<file path="config.mk">
export PLATFORM = sky130hd
export DESIGN_NAME = rv32m_div_sequencer_flat
export DESIGN_NICKNAME = d
export VERILOG_FILES = /design/src/rtl/rv32m_pkg.sv /design/src/rtl/rv32m_div_sequencer_if.sv /design/src/rtl/shift_test_restore_divider.sv /design/src/rtl/rv32m_div_sequencer.sv /design/src/flat_wrapper.sv
export SDC_FILE = /design/constraint.sdc
export NUM_CORES = 1
export LEC_CHECK = 0
export BUFFER_PORTS_ARGS = -buffer_cell sky130_fd_sc_hd__buf_2
export CORE_MARGIN = 2
export CORE_UTILIZATION = 63
export CTS_CLUSTER_SIZE = 28
export DETAILED_ROUTE_END_ITERATION = 10
export PLACE_DENSITY = 0.91
export RECOVER_POWER = 100
export SYNTH_ARGS = -nofsm -noshare
export SYNTH_HDL_FRONTEND = slang
export SYNTH_HIERARCHICAL = 1
export SYNTH_SLANG_ARGS = --single-unit
</file>
<file path="constraint.sdc">
create_clock -name CLK -period 5 [get_ports CLK]
set_input_delay 0.5 -clock CLK [delete_from_list [all_inputs] [get_ports CLK]]
set_output_delay 0.5 -clock CLK [all_outputs]
set_load 0.03 [all_outputs]
</file>
<file path="src/rtl/rv32m_pkg.sv">
// ---------------------------------------------------------------------------
// rv32m_pkg
// Shared types for the RV32M divide path:
//   div_op_t          - request opcode (DIV, DIVU, REM, REMU); signed when op[0]==0
//   div_seq_state_t   - sequencer FSM states
//   div_core_state_t  - iterative divider FSM states
//   DIV_INT_MIN(w)    - most negative two's-complement value for width w
//                       (truncate the result to w bits at the call site)
// ---------------------------------------------------------------------------
package rv32m_pkg;

    typedef enum logic [1:0] {
        OP_DIV  = 2'b00,
        OP_DIVU = 2'b01,
        OP_REM  = 2'b10,
        OP_REMU = 2'b11
    } div_op_t;

    typedef enum logic [1:0] {
        IDLE,
        START,
        WAIT,
        RESP
    } div_seq_state_t;

    typedef enum logic [1:0] {
        DC_IDLE,
        DC_SHIFT,
        DC_RESTORE,
        DC_ADJUST
    } div_core_state_t;

    localparam int unsigned DIV_MAX_W = 64;

    function automatic logic [DIV_MAX_W-1:0] DIV_INT_MIN(input int unsigned width);
        return {{(DIV_MAX_W-1){1'b0}}, 1'b1} << (width - 1);
    endfunction

endpackage

</file>
<file path="src/rtl/rv32m_div_sequencer_if.sv">
// ---------------------------------------------------------------------------
// rv32m_div_sequencer_if
// Request/response bundle between the execute stage and the divide sequencer.
//   flush                 - kill the in-flight op (no response)
//   req_valid/req_ready   - request handshake carrying op, operand_a, operand_b
//   resp_valid/resp_ready - response handshake carrying result
// Modports: master = execute stage, slave = sequencer.
// ---------------------------------------------------------------------------
interface rv32m_div_sequencer_if #(
    parameter int N = 32
);
    import rv32m_pkg::*;

    logic          flush;
    logic          req_valid;
    logic          req_ready;
    div_op_t       op;
    logic [N-1:0]  operand_a;
    logic [N-1:0]  operand_b;
    logic          resp_valid;
    logic          resp_ready;
    logic [N-1:0]  result;

    modport master (
        output flush, req_valid, op, operand_a, operand_b, resp_ready,
        input  req_ready, resp_valid, result
    );

    modport slave (
        input  flush, req_valid, op, operand_a, operand_b, resp_ready,
        output req_ready, resp_valid, result
    );

endinterface

</file>
<file path="src/rtl/shift_test_restore_divider.sv">
// ---------------------------------------------------------------------------
// shift_test_restore_divider
// Iterative restoring divider. Each of the N iterations takes two cycles
// (shift+subtract, then test+restore), followed by one sign-adjust cycle.
// Ports:
//   CLK, nRST (sync, active-low)
//   start                 - one-cycle pulse; restarts the divider at any time
//   is_signed, dividend, divisor
//                         - must stay stable for the whole operation because
//                           the magnitude conversion is combinational
//   finished              - high from the cycle after sign adjust until the
//                           next start
//   quotient, remainder   - valid while finished is high
// ---------------------------------------------------------------------------
module shift_test_restore_divider
    import rv32m_pkg::*;
#(
    parameter int N = 32
) (
    input  logic          CLK,
    input  logic          nRST,
    input  logic          start,
    input  logic          is_signed,
    input  logic [N-1:0]  dividend,
    input  logic [N-1:0]  divisor,
    output logic          finished,
    output logic [N-1:0]  quotient,
    output logic [N-1:0]  remainder
);
    localparam int CW = $clog2(N) + 1;

    div_core_state_t  state;
    logic [CW-1:0]    count;
    logic [N:0]       prem;     // partial remainder; bit N is the sign after subtract
    logic [N-1:0]     quo;      // dividend bits shift out as quotient bits shift in
    logic [N-1:0]     dividend_mag;
    logic [N-1:0]     divisor_mag;
    logic             neg_q;
    logic             neg_r;

    assign dividend_mag = (is_signed && dividend[N-1]) ? -dividend : dividend;
    assign divisor_mag  = (is_signed && divisor[N-1])  ? -divisor  : divisor;
    assign neg_q        = is_signed && (dividend[N-1] ^ divisor[N-1]);
    assign neg_r        = is_signed && dividend[N-1];

    always_ff @(posedge CLK) begin
        if (!nRST) begin
            state    <= DC_IDLE;
            count    <= '0;
            prem     <= '0;
            quo      <= '0;
            finished <= 1'b0;
        end else if (start) begin
            state    <= DC_SHIFT;
            count    <= '0;
            prem     <= '0;
            quo      <= dividend_mag;
            finished <= 1'b0;
        end else begin
            case (state)
                DC_SHIFT: begin
                    prem  <= {prem[N-1:0], quo[N-1]} - {1'b0, divisor_mag};
                    quo   <= {quo[N-2:0], 1'b0};
                    state <= DC_RESTORE;
                end
                DC_RESTORE: begin
                    if (prem[N]) begin
                        prem <= prem + {1'b0, divisor_mag};
                    end else begin
                        quo[0] <= 1'b1;
                    end
                    count <= count + 1'b1;
                    state <= (count == CW'(N - 1)) ? DC_ADJUST : DC_SHIFT;
                end
                DC_ADJUST: begin
                    quo      <= neg_q ? -quo : quo;
                    prem     <= {1'b0, (neg_r ? -prem[N-1:0] : prem[N-1:0])};
                    finished <= 1'b1;
                    state    <= DC_IDLE;
                end
                default: ;
            endcase
        end
    end

    assign quotient  = quo;
    assign remainder = prem[N-1:0];

endmodule

</file>
<file path="src/rtl/rv32m_div_sequencer.sv">
// ---------------------------------------------------------------------------
// rv32m_div_sequencer
// Front-end for the RV32M divide path. Accepts DIV/DIVU/REM/REMU requests,
// answers divide-by-zero and signed overflow directly, otherwise launches the
// iterative divider and returns the selected quotient or remainder.
// Ports:
//   CLK  - clock, rising edge
//   RST  - synchronous active-high reset
//   bus  - rv32m_div_sequencer_if.slave (flush, request and response handshakes)
// Optional feature macro: RV32M_DIV_RESULT_CACHE_EN
//   When defined, a one-entry cache of the last completed divider op lets a
//   matching request (same a, b, signedness) respond in one cycle, which
//   covers the DIV followed by REM idiom.
// ---------------------------------------------------------------------------
module rv32m_div_sequencer
    import rv32m_pkg::*;
#(
    parameter int N = 32
) (
    input  logic                  CLK,
    input  logic                  RST,
    rv32m_div_sequencer_if.slave  bus
);
    localparam logic [N-1:0] INT_MIN = N'(DIV_INT_MIN(N));

    div_seq_state_t  state;
    div_op_t         op_q;
    logic [N-1:0]    a_q;
    logic [N-1:0]    b_q;
    logic            signed_q;
    logic [N-1:0]    result_q;

    logic            div_start;
    logic            div_finished;
    logic [N-1:0]    div_quotient;
    logic [N-1:0]    div_remainder;

    logic            req_signed;
    logic            req_is_rem;
    logic            req_div_zero;
    logic            req_overflow;
    logic            req_cache_hit;
    logic [N-1:0]    cache_field;

    assign req_signed   = ~bus.op[0];
    assign req_is_rem   = bus.op[1];
    assign req_div_zero = (bus.operand_b == '0);
    assign req_overflow = req_signed && (bus.operand_a == INT_MIN) && (bus.operand_b == '1);

`ifdef RV32M_DIV_RESULT_CACHE_EN
    logic            cache_valid;
    logic            cache_signed;
    logic [N-1:0]    cache_a;
    logic [N-1:0]    cache_b;
    logic [N-1:0]    cache_q;
    logic [N-1:0]    cache_r;

    assign req_cache_hit = cache_valid && (cache_a == bus.operand_a) &&
                           (cache_b == bus.operand_b) && (cache_signed == req_signed);
    assign cache_field   = req_is_rem ? cache_r : cache_q;

    // Filled only when a divider op completes without a flush in that cycle.
    always_ff @(posedge CLK) begin
        if (RST) begin
            cache_valid <= 1'b0;
        end else if (!bus.flush && state == WAIT && div_finished) begin
            cache_valid  <= 1'b1;
            cache_a      <= a_q;
            cache_b      <= b_q;
            cache_signed <= signed_q;
            cache_q      <= div_quotient;
            cache_r      <= div_remainder;
        end
    end
`else
    assign req_cache_hit = 1'b0;
    assign cache_field   = '0;
`endif

    // Flush wins over everything, including a request or resp_ready in the same cycle.
    always_ff @(posedge CLK) begin
        if (RST) begin
            state    <= IDLE;
            op_q     <= OP_DIV;
            a_q      <= '0;
            b_q      <= '0;
            signed_q <= 1'b0;
            result_q <= '0;
        end else if (bus.flush) begin
            state <= IDLE;
        end else begin
            case (state)
                IDLE: begin
                    if (bus.req_valid) begin
                        op_q     <= bus.op;
                        a_q      <= bus.operand_a;
                        b_q      <= bus.operand_b;
                        signed_q <= req_signed;
                        if (req_div_zero) begin
                            result_q <= req_is_rem ? bus.operand_a : '1;
                            state    <= RESP;
                        end else if (req_overflow) begin
                            result_q <= req_is_rem ? '0 : bus.operand_a;
                            state    <= RESP;
                        end else if (req_cache_hit) begin
                            result_q <= cache_field;
                            state    <= RESP;
                        end else begin
                            state <= START;
                        end
                    end
                end
                // finished is not looked at here: it may still be high from the last op.
                START: state <= WAIT;
                WAIT: begin
                    if (div_finished) begin
                        result_q <= (op_q == OP_REM || op_q == OP_REMU) ? div_remainder
                                                                        : div_quotient;
                        state    <= RESP;
                    end
                end
                RESP: begin
                    if (bus.resp_ready) begin
                        state <= IDLE;
                    end
                end
                default: state <= IDLE;
            endcase
        end
    end

    assign div_start = (state == START);

    shift_test_restore_divider #(.N(N)) u_divider (
        .CLK       (CLK),
        .nRST      (~RST),
        .start     (div_start),
        .is_signed (signed_q),
        .dividend  (a_q),
        .divisor   (b_q),
        .finished  (div_finished),
        .quotient  (div_quotient),
        .remainder (div_remainder)
    );

    assign bus.req_ready  = (state == IDLE) && !bus.flush;
    assign bus.resp_valid = (state == RESP);
    assign bus.result     = result_q;

endmodule

</file>
<file path="src/flat_wrapper.sv">
// flat-port wrapper written by rule: the top's interface ports become plain ports
module rv32m_div_sequencer_flat import rv32m_pkg::*;
#(
    parameter int N = 32
)
  (CLK, RST, bus_flush, bus_req_valid, bus_op, bus_operand_a, bus_operand_b, bus_resp_ready, bus_req_ready, bus_resp_valid, bus_result);
  rv32m_div_sequencer_if #(.N(N)) bus_i ();
  input  logic CLK;
  input  logic RST;
  input wire logic [$bits(bus_i.flush)-1:0] bus_flush;
  input wire logic [$bits(bus_i.req_valid)-1:0] bus_req_valid;
  input wire logic [$bits(bus_i.op)-1:0] bus_op;
  input wire logic [$bits(bus_i.operand_a)-1:0] bus_operand_a;
  input wire logic [$bits(bus_i.operand_b)-1:0] bus_operand_b;
  input wire logic [$bits(bus_i.resp_ready)-1:0] bus_resp_ready;
  output wire logic [$bits(bus_i.req_ready)-1:0] bus_req_ready;
  output wire logic [$bits(bus_i.resp_valid)-1:0] bus_resp_valid;
  output wire logic [$bits(bus_i.result)-1:0] bus_result;
  assign bus_i.flush = bus_flush;
  assign bus_i.req_valid = bus_req_valid;
  assign bus_i.op = bus_op;
  assign bus_i.operand_a = bus_operand_a;
  assign bus_i.operand_b = bus_operand_b;
  assign bus_i.resp_ready = bus_resp_ready;
  assign bus_req_ready = bus_i.req_ready;
  assign bus_resp_valid = bus_i.resp_valid;
  assign bus_result = bus_i.result;
  rv32m_div_sequencer #(.N(N)) u_core (.CLK(CLK), .RST(RST), .bus(bus_i));
endmodule
</file>
==> run_results.csv <==
group,metric,value,unit
run_status,status,"finished with violations",
run_status,violations,"capacitance limit, slew limit",
yosys,synth_warnings,6,
yosys,synth_top_area_share,22.66,%
placement,place_ws,0.4193,ns
routing,wl_per_cell,22.06,um
yosys,syn_avg_cell_area,7.520,um^2
worst_setup_path,reg2regPathDepth,16,
global_route,grt_use_total,39.35,%
final_layout,area_growth,5.324,%
power,cellLeakagePower,6.404,nW
clock_network,post-cts-setup-buffer-count,0,
worst_setup_path,worstSetupEndpointType,"flip-flop",
worst_setup_path,cp-start-kind,"flip-flop",
power,irDropWorstVdd,0.2667,mV
clock_network,cts_buffers,17,
worst_setup_path,crit_type,"flip-flop to flip-flop",
sta,max_freq,208.8,MHz
routing,wl,52500,um
min_path,hold_path.class,"primary input to flip-flop",
run,cap_viol_max_count,3,
worst_setup_path,path_max_fanout,6,
min_path,holdPathStages,3,
routing,num_vias,16710,
floorplanning,ios,105,
floorplanning,die_h,160.2,um
final_layout,final_common_cell,"nand2_1",
yosys,synth_cells,2044,
floorplanning,die_x,160.2,um
sta,worst_pin_slew,2.992,ns
floorplanning,core_area,24110,um^2
placement,port_buffers,104,
worst_setup_path,required,5.32,ns
floorplanning,rows,57,
global_route,grt_max_degree,68,
sta,setup_viol,0,
power,power_density,454.9,nW/um^2
yosys,synth.area.top_cells,"dfxtp_1, nand2_1, a21oi_1",
worst_setup_path,arrival,5.11,ns
routing,viasPerCell,7.020,
power,power,0.007365,W
yosys,synth_edf_count,0,
floorplanning,die_area,25660,um^2
final_layout,final_cell_mix,"nand2_1, a21oi_1, dfxtp_1",
clock_network,cts_htree_levels,4,
yosys,post_synth_num_cell_types,81,
global_route,grt_pass1_wl,81160,um
sta,slew_violations,163,
sta,finalSetupTns,0,ns
clock_network,cts_tree,"done",
global_route,overflow,0,
sta,finalCritPeriodShare,95.79,%
clock_network,cts.sinks,174,
sta,hold_viol_final,0,
sta,setup_ws,0.2104,ns
placement,dp_hpwl,37830,um
clock_network,clk_path_buf_depth,2,
worst_setup_path,rr_startpoint,"u_core/b_q[3]$_SDFFE_PP0P_",
yosys,synthFlopType,"dfxtp_1",
yosys,synth_seq_area_share,22.66,%
routing,initialDrtViolationCount,2711,
yosys,async_reset_ff_share,0,%
yosys,synth_area,15370,um^2
clock_network,clk_pin_slew,0.09,ns
sta,rsz0062_at_grt,"false",
clock_network,cts_root_buffer,"clkbuf_16",
sta,min_period,4.790,ns
clock_network,cts_resized,0,
min_path,hp-start,"bus_operand_b[25]",
worst_setup_path,r2r_end,"u_core/u_divider/prem[30]$_SDFFE_PP0P_",
sta,fin_worst_skew,0.02016,ns
min_path,hold_path_end,"u_core/b_q[25]$_SDFFE_PP0P_",
clock_network,cts_hold_buffers,0,
final_layout,num-nets-final,2198,
yosys,syn_nets,2200,
floorplanning,start_util,63.77,%
global_route,antenna_found_initial,0,
clock_network,worstSkewPairLatency,0.45,ns
sta,maxSlewHeadroom,-99.48,%
routing,antenna_left,0,
final_layout,final_layout_size_suffix_gt1_share,9.927,%
routing,first_pass_iters,8,
yosys,synth_area_leader_cell,"dfxtp_1",
routing,route.detailed.drc,0,
global_route,first_global_vias,15030,
yosys,synth-seq-cells,174,
placement,gp_congestion,1.039,
worst_setup_path,ff2ff_setup_slack,0.21,ns
==> worst max-delay path, stage by stage, from the launching register on <==
cell and delay (ns):
dfxtp_1 0.34, or3_1 0.39, nor3b_1 0.39, nand2_1 0.19
or2_2 0.35, o21ai_0 0.22, xnor2_1 0.20, ha_1 0.35
nand4_1 0.17, o211ai_1 0.11, a21oi_1 0.29, nor3_1 0.10
a211oi_1 0.59, o21ai_0 0.27, a21o_1 0.23, a2111oi_0 0.32
o21ai_0 0.14
==> how the worst max path moves through the flow <==
stage | startpoint | to | slack (ns) | depth (start not counted)
final | u_core/b_q[3]$_SDFFE_PP0P_ | u_core/u_divider/prem[30]$_SDFFE_PP0P_ | 0.21 | 16
after global routing | u_core/b_q[13]$_SDFFE_PP0P_ | u_core/u_divider/prem[31]$_SDFFE_PP0P_ | 0.04 | 19
after CTS | u_core/b_q[3]$_SDFFE_PP0P_ | u_core/u_divider/prem[32]$_SDFFE_PP0P_ | 0.36 | 17
after detailed placement | u_core/b_q[3]$_SDFFE_PP0P_ | u_core/u_divider/prem[32]$_SDFFE_PP0P_ | 0.42 | 17
after global placement | u_core/b_q[3]$_SDFFE_PP0P_ | u_core/u_divider/prem[32]$_SDFFE_PP0P_ | 0.55 | 17
after floorplan | u_core/b_q[13]$_SDFFE_PP0P_ | u_core/u_divider/prem[31]$_SDFFE_PP0P_ | 1.05 | 20
==> registers in the layout (all words and copies together) (netlist names) <==
name / cells
u_core/u_divider/quotient: 32
u_core/a_q: 32
u_core/op_q: 1
u_core/b_q: 32
u_core/u_divider/prem: 33
u_core/bus.result: 32
u_core/u_divider/count: 6
u_core/signed_q: 1
u_core/u_divider/state: 2
u_core/state: 2
u_core/u_divider/finished: 1
==> logic make-up (layout without fill, tap and decap cells) <==
group                      after synthesis  after routing  share of synthesized area, %
and+or+nand+nor                        701            701                         22.97
AOI/OAI and AO/OA                      669            669                         29.52
buffers and inverters                  241            252                         7.293
DFF                                    174            174                         22.66
xor gates and xnor gates               131            131                         7.464
adders and majority gates               85             85                         7.017
muxes                                   43             43                         3.069
other                                    0              1                             0
==> metrics by stage <==
step / utilization [%] / hold slack (ns) / instance area (um^2) / instances
6_report: 67.16 / 0.3091 / 16190 / 2380
5_1_grt: 67.15 / 0.3097 / 16190 / 2379
4_1_cts: 68.17 / 0.2927 / 16430 / 2379
3_5_place_dp: 65.45 / 0.4483 / 15780 / 2347
3_3_place_gp: 65.45 / 0.4419 / 15780 / 2347
2_1_floorplan: - / 0.4403 / 15370 / 2044
==> metal layers <==
layer  part of all wire (%)  track usage [%]
met1                     39            53.13
met5                      0                0
met2                     43            59.90
met4                    5.3            20.68
met3                     13            7.221
==> power by group <==
group,total (W),leakage (nW),switching (W),internal (W)
Clock,0.00148,0.314,0.000766,0.000715
Sequential,0.00191,1.42,0.000377,0.00153
Combinational,0.00398,4.67,0.00238,0.00160
Total,0.00736,6.40,0.00352,0.00384
==> Yosys cell counts (all sizes together) (6+ instances only) <==
cell type / number
o21bai: 7
o31ai: 33
or4: 14
nand3: 22
a31oi: 15
nand4: 19
buf: 56
o21a: 17
a311oi: 38
inv: 86
nor3b: 6
xnor2: 69
dfxtp: 174
o21ai: 129
nor4: 31
a211oi: 29
o311ai: 6
and3: 17
a21oi: 212
o211ai: 49
nand2: 293
nor2b: 25
nor3: 40
a21boi: 7
a221oi: 54
nand2b: 15
or3: 27
mux2i: 10
and2: 20
ha: 83
o31a: 9
nor2: 143
a21o: 24
mux2: 33
clkbuf: 99
xor2: 62
==> area by class of cell <==
class,count,area (um^2)
clock inverters,15,230.2
multi-input cells,1629,10630
repair buffers,134,688.2
flip-flops and latches,174,3483
inverters,86,322.8
clock buffers,17,425.4
fillers,2038,7916
well taps,324,405.4
diodes,1,2.502
Power figures use the tool's default switching activity.
